## src/rtl/rsa_host_pkg.sv

```systemverilog
// Shared definitions for the RSA core host sequencer: FSM states, core
// register-select codes and the default operand width.
package rsa_host_pkg;

    localparam int NBYTES_DEF = 32;

    typedef enum logic [2:0] {
        ST_LOAD      = 3'd0,
        ST_PRECOMP   = 3'd1,
        ST_RUN_RISE  = 3'd2,
        ST_RUN_FALL  = 3'd3,
        ST_READ_REQ  = 3'd4,
        ST_READ_WAIT = 3'd5,
        ST_SEND      = 3'd6
    } state_t;

    localparam logic [1:0] SEL_RES = 2'd0;
    localparam logic [1:0] SEL_MSG = 2'd1;
    localparam logic [1:0] SEL_EXP = 2'd2;
    localparam logic [1:0] SEL_MOD = 2'd3;

    // Operands arrive as modulus, then message, then exponent.
    function automatic logic [1:0] next_load_sel(input logic [1:0] sel);
        case (sel)
            SEL_MOD: next_load_sel = SEL_MSG;
            SEL_MSG: next_load_sel = SEL_EXP;
            default: next_load_sel = SEL_MOD;
        endcase
    endfunction

endpackage

```

## src/rtl/rsa_host.sv

```systemverilog
// Byte-stream host for an RSA exponentiation core: loads modulus, message and
// exponent, runs the core with a timeout, then streams the result LSB first.
module rsa_host
    import rsa_host_pkg::*;
#(
    parameter int NBYTES         = NBYTES_DEF,
    parameter int PRECOMP_CYCLES = 520,
    parameter int TIMEOUT        = 1048576
) (
    input  logic       clk,
    input  logic       reset,
    input  logic       in_valid,
    output logic       in_ready,
    input  logic [7:0] in_data,
    output logic       out_valid,
    input  logic       out_ready,
    output logic [7:0] out_data,
    output logic       err,
    output logic       core_we_n,
    output logic       core_oe_n,
    output logic [1:0] core_reg_sel,
    output logic [5:0] core_addr,
    output logic [7:0] core_wdata,
    input  logic [7:0] core_rdata,
    output logic       core_start,
    input  logic       core_busy
);

    localparam logic [5:0]  LAST_IDX = 6'(NBYTES - 1);
    localparam logic [20:0] PRE_LAST = 21'(PRECOMP_CYCLES - 1);
    localparam logic [20:0] TO_LAST  = 21'(TIMEOUT - 1);

    state_t      r_state;
    logic [5:0]  r_idx;
    logic [1:0]  r_load_sel;
    logic [5:0]  r_res;
    logic [20:0] r_cnt;
    logic        r_in_ready;
    logic        r_out_valid;
    logic [7:0]  r_out_data;
    logic        r_err;
    logic        r_we_n;
    logic        r_oe_n;
    logic [1:0]  r_sel;
    logic [5:0]  r_addr;
    logic [7:0]  r_wdata;
    logic        r_start;

    // NOTE: all state uses non-blocking assignment so every register samples
    // pre-edge values; the reset branch is inside the clocked block (synchronous).
    always_ff @(posedge clk) begin
        if (reset) begin
            r_state     <= ST_LOAD;
            r_idx       <= '0;
            r_load_sel  <= SEL_MOD;
            r_res       <= '0;
            r_cnt       <= '0;
            r_in_ready  <= 1'b1;
            r_out_valid <= 1'b0;
            r_out_data  <= '0;
            r_err       <= 1'b0;
            r_we_n      <= 1'b1;
            r_oe_n      <= 1'b1;
            r_sel       <= SEL_RES;
            r_addr      <= '0;
            r_wdata     <= '0;
            r_start     <= 1'b0;
        end else begin
            // Strobes and err are single-cycle pulses unless re-armed below.
            r_we_n <= 1'b1;
            r_oe_n <= 1'b1;
            r_err  <= 1'b0;
            case (r_state)
                ST_LOAD: begin
                    if (in_valid && r_in_ready) begin
                        r_we_n  <= 1'b0;
                        r_sel   <= r_load_sel;
                        r_addr  <= r_idx;
                        r_wdata <= in_data;
                        if (r_idx == LAST_IDX) begin
                            r_idx <= '0;
                            if (r_load_sel == SEL_EXP) begin
                                r_load_sel <= SEL_MOD;
                                r_in_ready <= 1'b0;
                                r_cnt      <= '0;
                                r_state    <= ST_PRECOMP;
                            end else begin
                                r_load_sel <= next_load_sel(r_load_sel);
                            end
                        end else begin
                            r_idx <= r_idx + 6'd1;
                        end
                    end
                end
                ST_PRECOMP: begin
                    if (r_cnt == PRE_LAST) begin
                        r_start <= 1'b1;
                        r_cnt   <= '0;
                        r_state <= ST_RUN_RISE;
                    end else begin
                        r_cnt <= r_cnt + 21'd1;
                    end
                end
                ST_RUN_RISE, ST_RUN_FALL: begin
                    if (r_cnt == TO_LAST) begin
                        r_err      <= 1'b1;
                        r_start    <= 1'b0;
                        r_cnt      <= '0;
                        r_idx      <= '0;
                        r_load_sel <= SEL_MOD;
                        r_in_ready <= 1'b1;
                        r_state    <= ST_LOAD;
                    end else begin
                        r_cnt <= r_cnt + 21'd1;
                        if (r_state == ST_RUN_RISE && core_busy) begin
                            r_state <= ST_RUN_FALL;
                        end else if (r_state == ST_RUN_FALL && !core_busy) begin
                            r_start <= 1'b0;
                            r_res   <= '0;
                            r_oe_n  <= 1'b0;
                            r_sel   <= SEL_RES;
                            r_addr  <= '0;
                            r_state <= ST_READ_REQ;
                        end
                    end
                end
                ST_READ_REQ: r_state <= ST_READ_WAIT;
                ST_READ_WAIT: begin
                    r_out_data  <= core_rdata;
                    r_out_valid <= 1'b1;
                    r_state     <= ST_SEND;
                end
                ST_SEND: begin
                    if (out_ready) begin
                        r_out_valid <= 1'b0;
                        if (r_res == LAST_IDX) begin
                            r_res      <= '0;
                            r_idx      <= '0;
                            r_load_sel <= SEL_MOD;
                            r_in_ready <= 1'b1;
                            r_state    <= ST_LOAD;
                        end else begin
                            r_res   <= r_res + 6'd1;
                            r_oe_n  <= 1'b0;
                            r_sel   <= SEL_RES;
                            r_addr  <= r_res + 6'd1;
                            r_state <= ST_READ_REQ;
                        end
                    end
                end
                default: r_state <= ST_LOAD;
            endcase
        end
    end

    assign in_ready     = r_in_ready;
    assign out_valid    = r_out_valid;
    assign out_data     = r_out_data;
    assign err          = r_err;
    assign core_we_n    = r_we_n;
    assign core_oe_n    = r_oe_n;
    assign core_reg_sel = r_sel;
    assign core_addr    = r_addr;
    assign core_wdata   = r_wdata;
    assign core_start   = r_start;

endmodule

```

## config.mk

```make
export PLATFORM = sky130hd
export DESIGN_NAME = rsa_host
export DESIGN_NICKNAME = d
export VERILOG_FILES = /design/src/rtl/rsa_host_pkg.sv /design/src/rtl/rsa_host.sv
export SDC_FILE = /design/constraint.sdc
export NUM_CORES = 1
export LEC_CHECK = 0
export ABC_AREA = 1
export CAP_MARGIN = 10
export CORE_MARGIN = 4
export CORE_UTILIZATION = 55
export CTS_CLUSTER_DIAMETER = 150
export CTS_CLUSTER_SIZE = 24
export DETAILED_ROUTE_END_ITERATION = 10
export MAX_ROUTING_LAYER = met4
export PLACE_DENSITY_LB_ADDON = 0.05
export SLEW_MARGIN = 0
export SYNTH_ARGS = -nofsm -noshare
export SYNTH_HDL_FRONTEND = slang
export SYNTH_SLANG_ARGS = --single-unit
```

## constraint.sdc

```tcl
create_clock -name clk -period 4 [get_ports clk]
set_clock_uncertainty 0.05 [all_clocks]
set_input_delay 0.8 -clock clk [delete_from_list [all_inputs] [get_ports clk]]
set_output_delay 0.8 -clock clk [all_outputs]
set_load 0.01 [all_outputs]
```

==> results_dict.tcl, run 1 <==
set metrics [dict create \
    status "complete, no violations" \
    crit_chain "clkdlybuf4s50_1 > buf_4 > inv_1 > nand2_2 > inv_2 > nand2_1 > nor2_1" \
    required_ns 4.23 \
    grt_use_total_pct 23.9 \
    top_layer "met4" \
    endpoint_kind "flop" \
    ctsHtreeMaxLevel 3 \
    overflow 0 \
    fin_nets 629 \
    cp-start-kind "primary input" \
    antenna_found_initial 0 \
    rsz0062_at_grt "no" \
    grt_pass1_wl_mm 14.4 \
    grt_pass1_vias 3087 \
    slowest_delay_ns 0.81 \
    synth.most_common_cell "nand2_1" \
    leakage_nw 1.85 \
    synth_area_leaders "dfxtp_1, nand2_1, nor2_1" \
    drive_above_1_share_pct 8.03 \
    fill_cells 599 \
    ys_seq_area_share_pct 37.8 \
    start_util_pct 56.7 \
    cts_tree "done" \
    cts_made_buffers 9 \
    ys_ff_latch 68 \
    dr.pass1.iters 5 \
    min_path_type "reg -> reg" \
    p_total_w 0.00132 \
    peakVddDrop_uv 240 \
    wl_per_cell_um 12.4 \
    synth.top_cell.area_share_pct 37.8 \
    drc 0 \
    synth_edf_count 0 \
    drtIter0Drc 257 \
    portBuffers 50 \
    clk_pin_slew_worst_paths_ns 0.07 \
    wl_met1_mm 4.23 \
    seqPwrFrac_pct 53.1 \
    synth_cells 553 \
    synth_area_um2 3600 \
    tns_ns 0 \
    maxCapViolCount 0 \
    rows 29 \
    place.gp.congestion 0.921 \
    post_cts_resized 0 \
    worstPathMaxFanout 39 \
    fin_crit_ns 2.49 \
    totalWireLength_mm 8.49 \
    synth_top_area_cell "dfxtp_1" \
    ff_latch_area_um2 1360 \
    hold_violations 0 \
    worst-setup-path-type "in -> reg" \
    swShare_pct 24.0 \
    antenna_left 0 \
    finalSetupViolCount 0 \
    cts_hold_buf 0 \
    syn_area_per_cell_um2 6.51 \
    syn_to_final_growth_pct 20.5 \
    switchingPower_w 0.000316 \
    synthArstFlopShare_pct 0 \
    relSlewSlack_pct 27.2 \
    tightest_slew_ns 1.09 \
    ios 51 \
    yosysWarningCount 0 \
    routed_via_density 5.27 \
    die_h_um 88.9 \
    fmax_mhz 401 \
    power.share.clock_pct 39.1 \
    combPwrFrac_pct 7.8 \
    dieArea_um2 7910 \
    dp_hpwl_mm 6.17 \
    core-area_um2 6350 \
    arrival_ns 2.72 \
    grt_max_degree 40 \
    yosys.cell_types.count 35 \
    wl_met3_um 606 \
    die_w_um 88.9 \
    multi_input_area_um2 1960 \
    powerDensity_nw_per_um2 304 \
    cts-root-buf "clkbuf_8" \
    antenna_cells 0 \
    synthesis.nets 577 \
    p_int_w 0.00100 \
    synth_top_flop_cell "dfxtp_1" \
    clock-sinks 68 \
    clk-insertion-delay-late_ns 0.34 \
    dr_total_vias 3620 \
    wl_met2_mm 3.55 \
    final_min_period_over_clock_period_pct 62.3 \
    synth_common_cells "nand2_1, nor2_1, dfxtp_1" \
    post_cts_buffers 0 \
    report.final.slew_viol_count 0 \
    cts_buffer_depth 2 \
    critical_path.slowest_cell "inv_1" \
]
-- cell usage in the layout (no fill, tap or decap), types with 2 or more instances in the layout --
cell type          n
nand2_1          144
nor2_8             3
a21oi_1           35
ha_1               3
buf_4              2
clkbuf_8          11
clkdlybuf4s50_1   50
nor2_2             5
nor2_1           103
inv_1             53
nand3_2            3
nand2_2            8
dfxtp_1           68
nor3_1             8
clkinv_2           3
or2_2              2
nand3_1           36
nor3b_1            2
nand4_1           17
xor2_1             3
o21ai_0           28
inv_2              7
-- flip-flops by register name, summed over array words and instances (netlist names) --
signal and count:
r_idx 6, out_data 8, core_reg_sel 2, r_state 3, r_load_sel 2, err 1, r_cnt 21, core_addr 6
core_we_n 1, core_start 1, out_valid 1, r_res 6, in_ready 1, core_wdata 8, core_oe_n 1
-- cells by family (layout without fill, tap and decap cells) --
| logic type | count (synthesis) | count (layout) | synth area share [%] |
|---|---|---|---|
| flops | 68 | 68 | 37.8 |
| xor+xnor | 4 | 4 | 0.973 |
| fa+ha+maj | 3 | 3 | 1.04 |
| simple gates | 336 | 336 | 42.2 |
| compound gates | 70 | 70 | 10.1 |
| buf+inv | 72 | 129 | 7.85 |
-- per-stage QoR --
step / setup slack (ns) / instance area (um2) / hold slack (ns) / instances / util (%)
global placement: 1.18 / 4160 / 0.382 / 671 / 65.5
detailed placement: 1.15 / 4160 / 0.390 / 671 / 65.5
CTS: 1.51 / 4340 / 0.401 / 687 / 68.3
finish: 1.51 / 4340 / 0.398 / 687 / 68.3
floorplan: 2.08 / 3600 / 0.392 / 553 / -
global route: 1.36 / 4340 / 0.427 / 687 / 68.3
-- critical path, delay by kind of cell --
| family | cells | cell delay (ns) |
|---|---|---|
| simple gates | 3 | 0.37 |
| buf+inv | 4 | 1.54 |
-- layer usage --
layer / track usage, % / vias up
li1: - / 1878
met1: 33.7 / 1600
met2: 33.4 / 132
met3: 5.81 / 10
met4: 7.69 / 0
met5: - / -
-- power by group through the flow --
stage | registers [W] | logic [W] | clock network [W]
after floorplan | 0.000719 | 0.0000469 | 0
after global placement | 0.000714 | 0.000102 | 0
after detailed placement | 0.000715 | 0.000103 | 0
after CTS | 0.000699 | 0.000103 | 0.000527
final | 0.000699 | 0.000103 | 0.000515
after global routing | 0.000701 | 0.000113 | 0.000569
-- path summary, 6_finish.rpt --
kind / slack, ns / to / depth (start not counted) / from
max: 1.51 / r_cnt[10] / 7 / reset
max reg2reg: 1.66 / r_cnt[10] / 12 / r_idx[0]
min reg2reg: 0.40 / out_data[6] / 2 / out_data[6]
min: 0.40 / out_data[6] / 2 / out_data[6]
-- cell type report --
class	instances	area share, %
Multi-Input combinational cell	413	45.1
Clock inverter	4	0.548
Tap cell	77	2.22
Inverter	61	5.28
Timing Repair Buffer	52	11.9
Sequential cell	68	31.4
Clock buffer	12	3.58
Note: power is estimated with default switching activity, not from simulation.
==> run 2, diff against run 1 <==
Clock period 4 ns to 2.58 ns, I/O delays scaled along.
==> results_dict.tcl, run 2 (synthesized netlist as in run 1, its figures left out) <==
set metrics [dict create \
    status "complete, no violations" \
    grt_use_total_pct 24.3 \
    totalWireLength_mm 8.77 \
    crit_chain "ha_1 > nand2_1 > nor2_1 > nand2_2 > nor2_2 > nand4_1 > nand2_1 > inv_2 > nand2_1 > nand2_1 > nor2_1" \
    required_ns 2.82 \
    swShare_pct 21.8 \
    cts_made_buffers 9 \
    cp_num_buf_inv 1 \
    tightest_slew_ns 0.524 \
    ios 51 \
    portBuffers 50 \
    drc 0 \
    grt_pass1_vias 3255 \
    p_int_w 0.00180 \
    final_cell_mix "nand2_1, nor2_1, dfxtp_1, inv_1, clkdlybuf4s50_1" \
    regMostFlops "r_cnt" \
    seqPwrFrac_pct 47.1 \
    place.gp.congestion 0.941 \
    dr_total_vias 3656 \
    post_cts_buffers 0 \
    slowest_delay_ns 0.38 \
    switchingPower_w 0.000503 \
    rows 29 \
    syn_to_final_growth_pct 22.8 \
    power.share.clock_pct 45.9 \
    dieArea_um2 7910 \
    start_util_pct 56.7 \
    layout_commonest_cell "nand2_1" \
    worstPathMaxFanout 7 \
    maxCapViolCount 0 \
    die_h_um 88.9 \
    antenna_left 0 \
    hold_violations 0 \
    ctsHtreeMaxLevel 3 \
    final_cells 690 \
    powerDensity_nw_per_um2 520 \
    worst-setup-path-type "reg -> reg" \
    finalSetupViolCount 0 \
    drive_above_1_share_pct 8.48 \
    min_path_type "reg -> reg" \
    cp-start-kind "flop" \
    final_min_period_over_clock_period_pct 82.2 \
    tns_ns 0 \
    largest_register_ff_count 21 \
    cpLargestDelayFamily "simple AND/OR/NAND/NOR gates" \
    clock-sinks 68 \
    routed_via_density 5.30 \
    core-area_um2 6350 \
    rsz0062_at_grt "no" \
    dr.pass1.iters 5 \
    antenna_found_initial 0 \
    leakage_nw 1.89 \
    wl_per_cell_um 12.7 \
    endpoint_kind "flop" \
    arrival_ns 2.36 \
    post_cts_resized 0 \
    antenna_cells 0 \
    cts_hold_buf 0 \
    combPwrFrac_pct 7.0 \
    report.final.slew_viol_count 0 \
    overflow 0 \
    relSlewSlack_pct 65.0 \
    fin_crit_ns 2.12 \
    dp_hpwl_mm 6.41 \
    fmax_mhz 472 \
    critical_path.slowest_cell "dfxtp_1" \
    cts_buffer_depth 2 \
    fin_nets 632 \
    grt_max_degree 40 \
    peakVddDrop_uv 416 \
    die_w_um 88.9 \
    crit_top_cell "nand2_1" \
    clk_pin_slew_worst_paths_ns 0.07 \
    grt_pass1_wl_mm 14.6 \
    cts_tree "done" \
    drtIter0Drc 246 \
    clk-insertion-delay-late_ns 0.35 \
    cts-root-buf "clkbuf_8" \
    r2r_slack_ns 0.46 \
    placed_cells 674 \
]
## run 2: cell types whose count changed in the layout (fill, tap and decap cells not counted)
cell / change
buf_4: +3
bufinv_16: +3
clkbuf_8: -2
clkinv_2: -2
clkinv_4: +1
## run 2: path summary, 6_finish.rpt
| path | startpoint | to | cells after the start |
|---|---|---|---|
| setup / recovery | r_cnt[0] | r_res[4] | 11 |
| setup reg to reg | r_cnt[0] | r_res[4] | 11 |
| hold reg to reg | out_data[3] | out_data[3] | 2 |
| hold / removal | out_data[3] | out_data[3] | 2 |
## run 2: through the flow
stage          worst slack (ns)  hold slack (ns)  area, um2  total power (W)  utilization (%)
6_report                  0.459            0.400       4420          0.00230             69.6
5_1_grt                   0.252            0.420       4420          0.00239             69.6
4_1_cts                   0.479            0.404       4420          0.00232             69.6
3_5_place_dp              0.322            0.390       4180          0.00127             65.9
3_3_place_gp              0.417            0.382       4180          0.00127             65.9
2_1_floorplan             0.799            0.392       3600          0.00119                -
## run 2: worst register-to-register path: stages (launching register included)
cell	delay [ns]
dfxtp_1	0.38
ha_1	0.25
nand2_1	0.10
nor2_1	0.25
nand2_2	0.14
nor2_2	0.16
nand4_1	0.19
nand2_1	0.25
inv_2	0.11
nand2_1	0.07
nand2_1	0.05
nor2_1	0.08
## run 2: per-layer routing
layer | track usage, % | routed length, um
met2 | 35.0 | 3720
met3 | 5.62 | 656
met5 | - | 0
met4 | 7.83 | 112
met1 | 33.6 | 4280
## run 2: power groups by stage
stage | combinational (W) | sequential (W) | clock [W]
finish | 0.000162 | 0.00108 | 0.00106
global route | 0.000180 | 0.00109 | 0.00112
CTS | 0.000162 | 0.00108 | 0.00108
detailed placement | 0.000162 | 0.00111 | 0
global placement | 0.000160 | 0.00111 | 0
floorplan | 0.0000728 | 0.00111 | 0
## run 2: area by class of cell
type,instances,area (um2)
timing repair buffer,55,538
tap,77,96.3
clock buffer,10,128
multi-input combinational,413,1960
fill,573,1930
inverter,61,229
sequential,68,1360
clock inverter,6,113
